**config.mk**
```make
export PLATFORM = sky130hd
export DESIGN_NAME = c_boot_loader_flat
export DESIGN_NICKNAME = d
export VERILOG_FILES = /design/src/rtl/c_boot_loader_if.sv /design/src/rtl/c_boot_loader.sv /design/src/flat_wrapper.sv
export SDC_FILE = /design/constraint.sdc
export NUM_CORES = 1
export LEC_CHECK = 0
export ABC_AREA = 1
export CORE_MARGIN = 10
export CORE_UTILIZATION = 47
export DETAILED_ROUTE_END_ITERATION = 16
export PLACE_DENSITY_LB_ADDON = 0.05
export RECOVER_POWER = 50
export SLEW_MARGIN = 15
export SYNTH_ARGS = -nofsm -noshare
export SYNTH_HDL_FRONTEND = slang
export SYNTH_SLANG_ARGS = --single-unit
```
**constraint.sdc**
```tcl
create_clock -name clk -period 1.9 [get_ports clk]
set_input_delay 0.38 -clock clk [delete_from_list [all_inputs] [get_ports clk]]
set_output_delay 0.38 -clock clk [all_outputs]
set_load 0.05 [all_outputs]
```
**src/rtl/c_boot_loader_if.sv**
```systemverilog
// rtl/c_boot_loader_if.sv - ROM read and memory write bus between the boot loader and its memories
// Ports (signals):
//   rom_addr_o  loader -> ROM   word address
//   rom_rd_o    loader -> ROM   read strobe, data returned on rom_data_i one cycle later
//   rom_data_i  ROM -> loader   read data
//   mem_addr_o  loader -> mem   write address
//   mem_wdata_o loader -> mem   write data
//   mem_we_o    loader -> mem   write request, held until mem_ack_i
//   mem_ack_i   mem -> loader   write accepted
interface c_boot_loader_if #(
  parameter int ADDR_W = 12,
  parameter int DATA_W = 32
);
  logic [ADDR_W-1:0] rom_addr_o;
  logic              rom_rd_o;
  logic [DATA_W-1:0] rom_data_i;
  logic [ADDR_W-1:0] mem_addr_o;
  logic [DATA_W-1:0] mem_wdata_o;
  logic              mem_we_o;
  logic              mem_ack_i;

  modport master (
    output rom_addr_o, rom_rd_o,
    input  rom_data_i,
    output mem_addr_o, mem_wdata_o, mem_we_o,
    input  mem_ack_i
  );

  modport slave (
    input  rom_addr_o, rom_rd_o,
    output rom_data_i,
    input  mem_addr_o, mem_wdata_o, mem_we_o,
    output mem_ack_i
  );
endinterface

```
**src/rtl/c_boot_loader.sv**
```systemverilog
// rtl/c_boot_loader.sv - boot sequencer copying N_WORDS from boot ROM into processor memory
// Ports:
//   clk         in   system clock (same clock as c_clgen)
//   KEY         in   asynchronous active-low reset
//   start_i     in   start a copy (level, only looked at in IDLE)
//   reload_i    in   restart from DONE or ERR
//   bus         if   ROM read / memory write bus (master side)
//   load_done   out  copy complete and valid, feeds c_clgen
//   busy_o      out  copy in progress (RD, WAIT, WR, CHK)
//   error_o     out  checksum mismatch
//   checksum_o  out  running sum of copied words
module c_boot_loader #(
  parameter int                ADDR_W     = 12,
  parameter int                DATA_W     = 32,
  parameter int                N_WORDS    = 1024,
  parameter bit                CHECK_EN   = 1'b0,
  parameter logic [DATA_W-1:0] EXP_SUM    = '0,
  parameter bit                AUTO_START = 1'b1
) (
  input  logic                clk,
  input  logic                KEY,
  input  logic                start_i,
  input  logic                reload_i,
  c_boot_loader_if.master     bus,
  output logic                load_done,
  output logic                busy_o,
  output logic                error_o,
  output logic [DATA_W-1:0]   checksum_o
);

  localparam logic [2:0] S_IDLE = 3'd0;
  localparam logic [2:0] S_RD   = 3'd1;
  localparam logic [2:0] S_WAIT = 3'd2;
  localparam logic [2:0] S_WR   = 3'd3;
  localparam logic [2:0] S_CHK  = 3'd4;
  localparam logic [2:0] S_DONE = 3'd5;
  localparam logic [2:0] S_ERR  = 3'd6;

  localparam logic [ADDR_W-1:0] LAST_ADDR = ADDR_W'(N_WORDS - 1);

  logic [2:0]        r_state;
  logic              r_auto;
  logic [ADDR_W-1:0] r_addr;
  logic [DATA_W-1:0] r_sum;
  logic [DATA_W-1:0] r_wdata;
  logic              r_rom_rd;
  logic              r_mem_we;
  logic              r_load_done;
  logic              r_busy;
  logic              r_error;

  logic [2:0]        w_nxt_state;
  logic              w_nxt_auto;
  logic [ADDR_W-1:0] w_nxt_addr;
  logic [DATA_W-1:0] w_nxt_sum;
  logic [DATA_W-1:0] w_nxt_wdata;

  always_comb begin
    w_nxt_state = r_state;
    w_nxt_auto  = r_auto;
    w_nxt_addr  = r_addr;
    w_nxt_sum   = r_sum;
    w_nxt_wdata = r_wdata;
    case (r_state)
      S_IDLE: begin
        if (r_auto || start_i) begin
          w_nxt_auto  = 1'b0;
          w_nxt_addr  = '0;
          w_nxt_sum   = '0;
          w_nxt_state = S_RD;
        end
      end
      S_RD: w_nxt_state = S_WAIT;
      S_WAIT: begin
        // ROM data is valid in the cycle after the read strobe
        w_nxt_wdata = bus.rom_data_i;
        w_nxt_sum   = r_sum + bus.rom_data_i;
        w_nxt_state = S_WR;
      end
      S_WR: begin
        if (bus.mem_ack_i) begin
          if (r_addr == LAST_ADDR) begin
            w_nxt_state = S_CHK;
          end else begin
            w_nxt_addr  = r_addr + 1'b1;
            w_nxt_state = S_RD;
          end
        end
      end
      S_CHK: begin
        if (CHECK_EN && (r_sum != EXP_SUM)) w_nxt_state = S_ERR;
        else                                w_nxt_state = S_DONE;
      end
      S_DONE, S_ERR: begin
        // reload re-arms the auto-start flag so the next copy needs no start_i
        if (reload_i) begin
          w_nxt_auto  = 1'b1;
          w_nxt_state = S_IDLE;
        end
      end
      default: w_nxt_state = S_IDLE;
    endcase
  end

  // Strobes are decoded from the next state so every output is a flop
  // that is valid for exactly the cycles spent in the matching state.
  always_ff @(posedge clk or negedge KEY) begin
    if (!KEY) begin
      r_state     <= S_IDLE;
      r_auto      <= AUTO_START;
      r_addr      <= '0;
      r_sum       <= '0;
      r_wdata     <= '0;
      r_rom_rd    <= 1'b0;
      r_mem_we    <= 1'b0;
      r_load_done <= 1'b0;
      r_busy      <= 1'b0;
      r_error     <= 1'b0;
    end else begin
      r_state     <= w_nxt_state;
      r_auto      <= w_nxt_auto;
      r_addr      <= w_nxt_addr;
      r_sum       <= w_nxt_sum;
      r_wdata     <= w_nxt_wdata;
      r_rom_rd    <= (w_nxt_state == S_RD);
      r_mem_we    <= (w_nxt_state == S_WR);
      r_load_done <= (w_nxt_state == S_DONE);
      r_busy      <= (w_nxt_state == S_RD) || (w_nxt_state == S_WAIT) ||
                     (w_nxt_state == S_WR) || (w_nxt_state == S_CHK);
      r_error     <= (w_nxt_state == S_ERR);
    end
  end

  assign bus.rom_addr_o  = r_addr;
  assign bus.rom_rd_o    = r_rom_rd;
  assign bus.mem_addr_o  = r_addr;
  assign bus.mem_wdata_o = r_wdata;
  assign bus.mem_we_o    = r_mem_we;
  assign load_done       = r_load_done;
  assign busy_o          = r_busy;
  assign error_o         = r_error;
  assign checksum_o      = r_sum;

endmodule

```
**src/flat_wrapper.sv**
```systemverilog
// flat-port wrapper written by rule: the top's interface ports become plain ports
module c_boot_loader_flat 
#(
  parameter int                ADDR_W     = 12,
  parameter int                DATA_W     = 32,
  parameter int                N_WORDS    = 1024,
  parameter bit                CHECK_EN   = 1'b0,
  parameter logic [DATA_W-1:0] EXP_SUM    = '0,
  parameter bit                AUTO_START = 1'b1
)
  (clk, KEY, start_i, reload_i, load_done, busy_o, error_o, checksum_o, bus_rom_addr_o, bus_rom_rd_o, bus_rom_data_i, bus_mem_addr_o, bus_mem_wdata_o, bus_mem_we_o, bus_mem_ack_i);
  c_boot_loader_if #(.ADDR_W(ADDR_W), .DATA_W(DATA_W)) bus_i ();
  input  logic clk;
  input  logic KEY;
  input  logic start_i;
  input  logic reload_i;
  output logic load_done;
  output logic busy_o;
  output logic error_o;
  output logic [DATA_W-1:0] checksum_o;
  output wire logic [$bits(bus_i.rom_addr_o)-1:0] bus_rom_addr_o;
  output wire logic [$bits(bus_i.rom_rd_o)-1:0] bus_rom_rd_o;
  input wire logic [$bits(bus_i.rom_data_i)-1:0] bus_rom_data_i;
  output wire logic [$bits(bus_i.mem_addr_o)-1:0] bus_mem_addr_o;
  output wire logic [$bits(bus_i.mem_wdata_o)-1:0] bus_mem_wdata_o;
  output wire logic [$bits(bus_i.mem_we_o)-1:0] bus_mem_we_o;
  input wire logic [$bits(bus_i.mem_ack_i)-1:0] bus_mem_ack_i;
  assign bus_rom_addr_o = bus_i.rom_addr_o;
  assign bus_rom_rd_o = bus_i.rom_rd_o;
  assign bus_i.rom_data_i = bus_rom_data_i;
  assign bus_mem_addr_o = bus_i.mem_addr_o;
  assign bus_mem_wdata_o = bus_i.mem_wdata_o;
  assign bus_mem_we_o = bus_i.mem_we_o;
  assign bus_i.mem_ack_i = bus_mem_ack_i;
  c_boot_loader #(.ADDR_W(ADDR_W), .DATA_W(DATA_W), .N_WORDS(N_WORDS), .CHECK_EN(CHECK_EN), .EXP_SUM(EXP_SUM), .AUTO_START(AUTO_START)) u_core (.clk(clk), .KEY(KEY), .start_i(start_i), .reload_i(reload_i), .bus(bus_i), .load_done(load_done), .busy_o(busy_o), .error_o(error_o), .checksum_o(checksum_o));
endmodule
```
-- After elaboration in Yosys (flattened, before gate mapping)
Index checks and enable logic that the tools add are counted.
- logic and storage cells: 55
- bits in writable memories: 0
- latch bits: 0
- register bits: 85
- ROM bits: 0
- memories: 0
- multiply operators: 0
- mux-type cells: 14
- bitwise operators: 0
- order comparisons: 0
- $add $sub $neg: 2
- divide/modulo/power cells: 0
- reductions and logical operators: 12
- eq/ne operators: 17
- shift operators: 0
- operator list (kind ; count):
    32-bit one-hot mux with 2 select lines ; 1
    12-bit two-way mux ; 3
    32-bit adder ; 1
    32-bit two-way mux ; 1
    12-bit one-hot mux with 2 select lines ; 1
    3-bit == test, second input constant ; 6
    3-bit one-hot mux with 6 select lines ; 1
    12-bit by 1-bit adder with 12-bit output, second input constant ; 1
    12-bit by 10-bit == test with 1-bit output, second input constant ; 1
    3-bit by 2-bit == test with 1-bit output, second input constant ; 4
    3-bit two-way mux ; 4
    3-bit by 1-bit == test with 1-bit output, second input constant ; 2
    2-bit inequality test, second input constant ; 3
    2-bit nonzero test ; 3
    1-bit logical OR ; 4
    4-bit AND reduction ; 1
    3-bit zero test ; 1
    3-bit AND reduction ; 1
    1-bit two-way mux ; 2
    2-bit by 1-bit inequality test with 1-bit output, second input constant ; 1
    1-bit one-hot mux with 2 select lines ; 1
    2-bit AND reduction ; 1
    2-bit OR reduction ; 1

-- Depth between registers and ports, before layout
Gate-level depths: netlist of run 1.
- depth in word-level cells: 8
- mapped depth: 13

-- Worst setup path before layout of run 1
Ideal clock, no wire load.
- path kind: register to register
- from: reg u_core.r_sum[0], in the netlist u_core.checksum_o[0]
- to: reg u_core.r_sum[24], in the netlist u_core.checksum_o[24]
- setup time: 0.118 ns
- period minus slack after synthesis: 2.126 ns
- arrival: 2.009 ns
- slack: -0.226 ns
- cell stages (with the launch flop): 13
- path through: dfrtp_1 -> ha_1 -> fa_1 -> nand3_1 -> nand3_1 -> nand2_1 -> nand2_1 -> nand2_1 -> nand2_1 -> nand2_1 -> nand3_1 -> nand3_1 -> nand2_1
- cells in the longest elaborated chain, start to end: 2
- RTL lines (what ; RTL line ; text):
    start: declaration ; c_boot_loader.sv:44 ; logic [DATA_W-1:0] r_sum;
    start signal: assignment ; c_boot_loader.sv:123 ; r_sum <= w_nxt_sum;
    32-bit adder ; c_boot_loader.sv:77 ; w_nxt_sum = r_sum + bus.rom_data_i;
    32-bit one-hot mux with 2 select lines ; c_boot_loader.sv:64 ; case (r_state)
No other way between the ends.
A chain may end at the register's enable or synchronous reset.

-- Final worst setup path of run 1
Ends and elaborated chain as after synthesis.

==> results.md, run 1 <==
* Synth async-reset ratio at 100%
* Worst Path Arrival at 2190 ps
* CTS tree: done
* Gr ovfl total at 0
* Root buffer cell: clkbuf_16
* Ratio of cells with drive above 1 in the final layout at 26.4%
* Vias after detailed routing at 6222
* Drt initial violations at 461
* CTS Buffer Depth at 2
* Number of diodes at 0
* Sequential share of the synthesized area at 35.5%
* Hold violation total from the final report at 0
* Synth area leaders: dfrtp_1 (35%), nand2_1 (26%), inv_1 (7.8%), ha_1 (6.7%), nand3_1 (3.7%)
* Routed wire length at 18.2 mm
* Critical-path maximum fanout at 3
* Critical path depth in cells at 13
* Register area at 2130 sq um
* Worst vdd ir at 947 uV
* Synth cell types at 45
* # nets final at 1178
* First-pass GRT wire length at 29.5 mm
* CP endpoint kind: flop
* Crit-path cells: ha_4 > fa_2 > nand3_2 > nand3_2 > nand2_2 > nand2_2 > nand2_2 > nand2_4 > nand2_2 > nand2_1 > nand2_1 > nand3_2 > nand2_1
* FP Rows at 41
* Area leader, netlist: dfrtp_1
* Effective utilization at floorplan at 47.7%
* Antenna-violating nets left at 0
* Die area at 17700 sq um
* Final Critical Period at 1900 ps
* Status: finished clean
* Layout area overhead at 43.1%
* Mapped Nets at 977
* Syn avg cell area at 6.61 sq um
* Max-cap violations at 0
* Vias in the first global route at 5969
* Area of the multi-input gates at 3750 sq um
* Clock sinks at 85
* Worst Tran Pin Value at 1220 ps
* Hold Path Class: input port to flop
* Pwr Total at 15.9 mW
* Post-route setup slack at 3.36 ps
* DIE WIDTH at 133 um
* Initial DRT Pass Iterations at 6
* Clock insertion delay at the later pin of the skew report at 360 ps
* WHS Path Cells at 3
* Design area at 8580 sq um
* Port buffer count at 129
* Post-Syn Area at 6000 sq um
* CP dominant cell by count: nand2_2
* Hold_buf cts at 0
* DP Worst Slack at -511 ps
* CP Data Required Time at 2190 ps
* Critical path's largest stage delay at 420 ps
* Final HPWL DP at 13.3 mm
* Top_reg_cell synth: dfrtp_1
* Worst clock skew at 9.84 ps
* Most common cell in the netlist: nand2_1
* Mapped Cells at 907
* Vias/cell at 4.84
* Post-synth EDFFs at 0
* H-tree depth at 3
* Slowest CP cell: dfrtp_2
* Max frequency at 0.527 GHz
* P_leak at 4.78 nW
* Total Routing Usage GR at 20.1%
* Die Ht at 133 um
* Synth top area share at 35.0%
* Max_slew headroom at 19.0%
* Remaining routing DRC violations at 0
* #FFs+latches synth at 85
* Fin. max-slew vios at 0
* Power density cells at 1850 nW/um^2
* GPL Wtd Cong at 0.928
* Worst Path Class, Setup: flop to flop
* Buffer and inverter count on the worst path at 0
* FILL cells at 1144
* Largest net degree at the start of global routing at 86
* Top post-synthesis cells by count: nand2_1 (408), inv_1 (125), dfrtp_1 (84)
* CTS buffer count at 9
* Reg2Reg Depth at 13
* Startpoint types: flop
* Final Cycle Share at 99.8%
* Post-DR wirelength/cell at 14.2 um
* I/O pin total at 130
* Utilization after layout at 68.3%
* # setup viols final at 0
* Delay-heaviest family, CP: simple AND/OR/NAND/NOR gates
* Initial antenna violation count at 0
* Reg clk slew, reported paths at 70 ps
* Dpl cell area at 7680 sq um
* Warnings, synthesis at 0
* RSZ-0062 raised after global routing: yes
* Core area at 12600 sq um
-- where the power goes --
group | internal [mW] | switching [mW]
Clock | 1.03 | 0.792
Combinational | 3.76 | 7.09
Sequential | 2.56 | 0.610
-- path summary, 6_finish.rpt --
path / slack, ps / endpoint / start
max: 3 / u_core.checksum_o[24]$_DFFE_PN0P_ / u_core.checksum_o[0]$_DFFE_PN0P_
min: 320 / u_core.bus.mem_wdata_o[23]$_DFFE_PN0P_ / bus_rom_data_i[23]
max reg2reg: 3 / u_core.checksum_o[24]$_DFFE_PN0P_ / u_core.checksum_o[0]$_DFFE_PN0P_
min reg2reg: 480 / u_core.bus.mem_wdata_o[18]$_DFFE_PN0P_ / u_core.bus.mem_wdata_o[18]$_DFFE_PN0P_
max in group asynchronous: 680 / u_core.bus.mem_addr_o[0]$_DFFE_PN0P_ / KEY
min in group asynchronous: 370 / u_core.bus.mem_wdata_o[7]$_DFFE_PN0P_ / KEY
-- layout by cell type (no fill, tap or decap), types with 11 or more instances in the layout --
cell type	count
clkbuf_1	34
dlymetal6s2s_1	23
dfrtp_1	79
a21oi_1	22
a21oi_2	12
inv_1	121
o21ai_0	15
ha_4	28
nand2_2	30
buf_4	147
nand3_1	36
nand3_2	11
nor2_1	41
nand2_1	380
-- cells by family (layout without fill, tap and decap cells) --
| group | count (synthesis) | in the layout | share of synthesized area [%] |
|---|---|---|---|
| DFF | 85 | 85 | 35.5 |
| and+or+nand+nor | 542 | 542 | 37.0 |
| AOI/OAI and AO/OA | 73 | 73 | 7.09 |
| buffers and inverters | 163 | 369 | 11.8 |
| adders and majority gates | 33 | 33 | 7.01 |
| xor gates and xnor gates | 11 | 11 | 1.61 |
-- final cells by class --
type,count,area share (%)
Inverter,133,5.86
Tap cell,172,2.51
Timing Repair Buffer,220,19.6
Clock inverter,6,0.816
Clock buffer,10,2.67
Sequential cell,85,24.9
Multi-Input combinational cell,659,43.7
-- layer usage --
| layer | track usage (%) | share of wire, % | vias up |
|---|---|---|---|
| met2 | 33.0 | 47 | 150 |
| met5 | 0 | 0 | - |
| met1 | 25.7 | 46 | 2852 |
| met3 | 3.94 | 4.8 | 26 |
| met4 | 6.91 | 1.7 | 0 |
| li1 | - | - | 3194 |
-- state kept, by name (all words and copies together) (netlist names) --
signal / flops
u_core.bus.mem_wdata_o: 32
u_core.checksum_o: 32
u_core.bus.mem_addr_o: 12
u_core.r_state: 3
u_core.bus.mem_we_o: 1
u_core.bus.rom_rd_o: 1
u_core.busy_o: 1
u_core.error_o: 1
u_core.load_done: 1
u_core.r_auto: 1
-- per-stage QoR --
| step | cells | hold WS (ps) | TNS [ps] |
|---|---|---|---|
| 2_1_floorplan | 907 | 84.4 | -4.41 |
| 3_5_place_dp | 1253 | 461 | -10660 |
| 3_3_place_gp | 1253 | 460 | -10720 |
| 6_report | 1285 | 323 | 0 |
| 5_1_grt | 1285 | 330 | -221 |
| 4_1_cts | 1269 | 83.8 | -38.4 |
-- worst min-delay path, cell delays in order --
cell and delay (ps):
dlymetal6s2s_1 140, nand2_1 70, nand2_1 50
-- timing repair --
item	4_1_cts	5_1_grt
setup endpoints to repair	18	25
buffers inserted	0	16
resized for setup	32	98
pin swaps	2	28
Power figures use the tool's default switching activity.
==> inputs of run 2 (changes only) <==
--- a/config.mk
+++ b/config.mk
@@ -8,6 +8,7 @@
 export ABC_AREA = 1
 export CORE_MARGIN = 10
 export CORE_UTILIZATION = 47
+export CTS_CLUSTER_DIAMETER = 30
 export DETAILED_ROUTE_END_ITERATION = 16
 export PLACE_DENSITY_LB_ADDON = 0.05
 export RECOVER_POWER = 50
==> results of run 2 <==
The final DEF is identical to that of run 1; final timing and power are the same.
==> inputs of run 3 (changes only) <==
--- a/config.mk
+++ b/config.mk
@@ -6,7 +6,6 @@
 export NUM_CORES = 1
 export LEC_CHECK = 0
 export ABC_AREA = 1
-export CORE_MARGIN = 10
 export CORE_UTILIZATION = 47
 export CTS_CLUSTER_DIAMETER = 30
 export DETAILED_ROUTE_END_ITERATION = 16
==> run 3 against run 2 <==
  * Design area shrank 0.39%
  * Core utilization grew 1.7 points
  * Sequential share of layout area increased by 0.084 points
  * Flip-flop and latch count did not move
  * Global-route usage up 6.1 points
  * Non-clock buffer count down 5
  * Register-to-register slack gained 30 ps
  * Largest power group unchanged
  * Die area shrank 25%
==> results.md, run 3 (synthesis results as in run 1) <==
* Effective utilization at floorplan at 49.1%
* P_sw at 8.36 mW
* Total Routing Usage GR at 26.2%
* Clock insertion delay at the later pin of the skew report at 360 ps
* Worst Path Arrival at 1480 ps
* Largest net degree at the start of global routing at 53
* Hold Path Class: input port to flop
* Dpl cell area at 7720 sq um
* Worst Tran Pin Value at 689 ps
* Worst vdd ir at 941 uV
* Layout area overhead at 42.5%
* Hold violation total from the final report at 0
* RSZ-0062 raised after global routing: yes
* Post-DR wirelength/cell at 13.2 um
* P_leak at 4.78 nW
* Utilization after layout at 70.0%
* Root buffer cell: clkbuf_16
* Combinational power share at 68.8%
* Final HPWL DP at 12.2 mm
* Worst clock skew at 12.4 ps
* Initial antenna violation count at 0
* # setup viols final at 0
* Commonest non-fill, non-tap cell in the layout: nand2_1
* Antenna-violating nets left at 0
* H-tree depth at 3
* CP endpoint kind: primary output
* First-pass GRT wire length at 27.1 mm
* Initial DRT Pass Iterations at 4
* DIE WIDTH at 115 um
* Core area at 12200 sq um
* Routed wire length at 16.8 mm
* Max-cap violations at 0
* Max frequency at 0.537 GHz
* Drt initial violations at 274
* Reg clk slew, reported paths at 70 ps
* FP Rows at 40
* # nets final at 1173
* Clock sinks at 85
* Clk pwr share at 10.9%
* Delay-heaviest family, CP: buffers and inverters
* Die Ht at 115 um
* Remaining routing DRC violations at 0
* Critical-path maximum fanout at 1
* Power density cells at 1830 nW/um^2
* Critical path's largest stage delay at 800 ps
* Cell Int Power at 7.25 mW
* Slowest CP cell: clkdlybuf4s50_1
* GPL Wtd Cong at 0.939
* Startpoint types: flop
* CP Data Required Time at 1520 ps
* Fin. max-slew vios at 0
* Port buffer count at 129
* Post-route setup slack at 37.5 ps
* Number of diodes at 0
* Max_slew headroom at 54.1%
* Final Critical Period at 1860 ps
* Worst Path Class, Setup: flop to primary output
* Switching share of power at 53.5%
* Vias/cell at 4.84
* Setup TNS at 0 ps
* Buffer and inverter count on the worst path at 1
* Sequential share of power at 20.3%
* Ratio of cells with drive above 1 in the final layout at 26.5%
* Most frequent cells in the layout: nand2_1 (386), buf_4 (151), inv_1 (120)
* DP Worst Slack at -554 ps
* Final Cycle Share at 98.0%
* CTS Buffer Depth at 2
* I/O pin total at 130
* Gr ovfl total at 0
* Crit-path cells: clkdlybuf4s50_1
* Die area at 13200 sq um
* CTS buffer count at 9
* Vias after detailed routing at 6181
* Vias in the first global route at 5951
* CTS tree: done
* Design area at 8550 sq um
* Status: finished clean
-- run 3: cell count changes in the layout (fill, tap and decap cells not counted), moves of 2 or more --
cell,before,now
clkbuf_1,34,21
nand2_1,380,386
nand2_2,30,25
buf_4,147,151
nor2_2,9,13
clkdlybuf4s50_1,9,12
clkinvlp_4,0,3
nor2_1,41,38
dlygate4sd2_1,4,2
-- run 3: stage by stage --
step                      instances  hold slack (ps)  total power [mW]
final                          1276              320              15.6
after CTS                      1269              452              15.2
after global routing           1276              325              16.8
after floorplan                 907             84.4              9.81
after detailed placement       1251              334              13.1
after global placement         1251              336              13.0
-- run 3: final timing paths --
path,from,endpoint,slack (ps),cells past startpoint
hold reg to reg,u_core.bus.mem_wdata_o[15]$_DFFE_PN0P_,u_core.bus.mem_wdata_o[15]$_DFFE_PN0P_,480,2
min in group asynchronous,KEY,u_core.bus.mem_wdata_o[5]$_DFFE_PN0P_,600,2
setup / recovery,u_core.bus.rom_rd_o$_DFF_PN0_,bus_rom_rd_o,40,1
max in group asynchronous,KEY,u_core.checksum_o[22]$_DFFE_PN0P_,270,3
setup reg to reg,u_core.checksum_o[0]$_DFFE_PN0P_,u_core.checksum_o[24]$_DFFE_PN0P_,40,13
hold / removal,bus_rom_data_i[3],u_core.bus.mem_wdata_o[3]$_DFFE_PN0P_,320,3
-- run 3: routing by layer --
metal,routed length (um),vias up,track usage (%)
li1,-,3187,-
met1,7700,2832,33.1
met2,7980,133,44.6
met3,769,29,5.32
met4,350,0,9.09
met5,0,-,0
-- run 3: area by class of cell --
| type | count | area (sq um) |
|---|---|---|
| multi-input cells | 659 | 3710 |
| well taps | 168 | 210 |
| flip-flops and latches | 85 | 2130 |
| clock inverters | 7 | 57.6 |
| clock buffers | 9 | 225 |
| repair buffers | 215 | 1710 |
| fillers | 1140 | 3660 |
| inverters | 133 | 503 |
-- run 3: worst register-to-register path: stages (launching register included) --
cell and delay, ps:
dfrtp_2 420, ha_4 170, fa_2 380, nand3_2 80
nand3_2 100, nand2_2 80, nand2_2 70, nand2_2 100
nand2_4 80, nand2_4 70, nand2_1 50, nand2_1 70
nand3_2 70, nand2_1 70
-- run 3: repair_timing --
action / 4_1_cts / 5_1_grt
endpoints found under the setup margin: 13 / 22
buffers inserted: 1 / 7
pin swaps: 2 / 22
gates resized for setup: 29 / 89
hold buffers: 1 / 0
hold endpoints to repair: 25 / 0
-- run 3: power groups by stage --
stage,clock network [mW],registers (mW),logic (mW)
2_1_floorplan,0,5.45,4.37
3_3_place_gp,0,3.08,9.97
3_5_place_dp,0,3.08,10.0
4_1_cts,1.75,3.11,10.3
5_1_grt,1.81,3.26,11.7
6_report,1.70,3.17,10.7
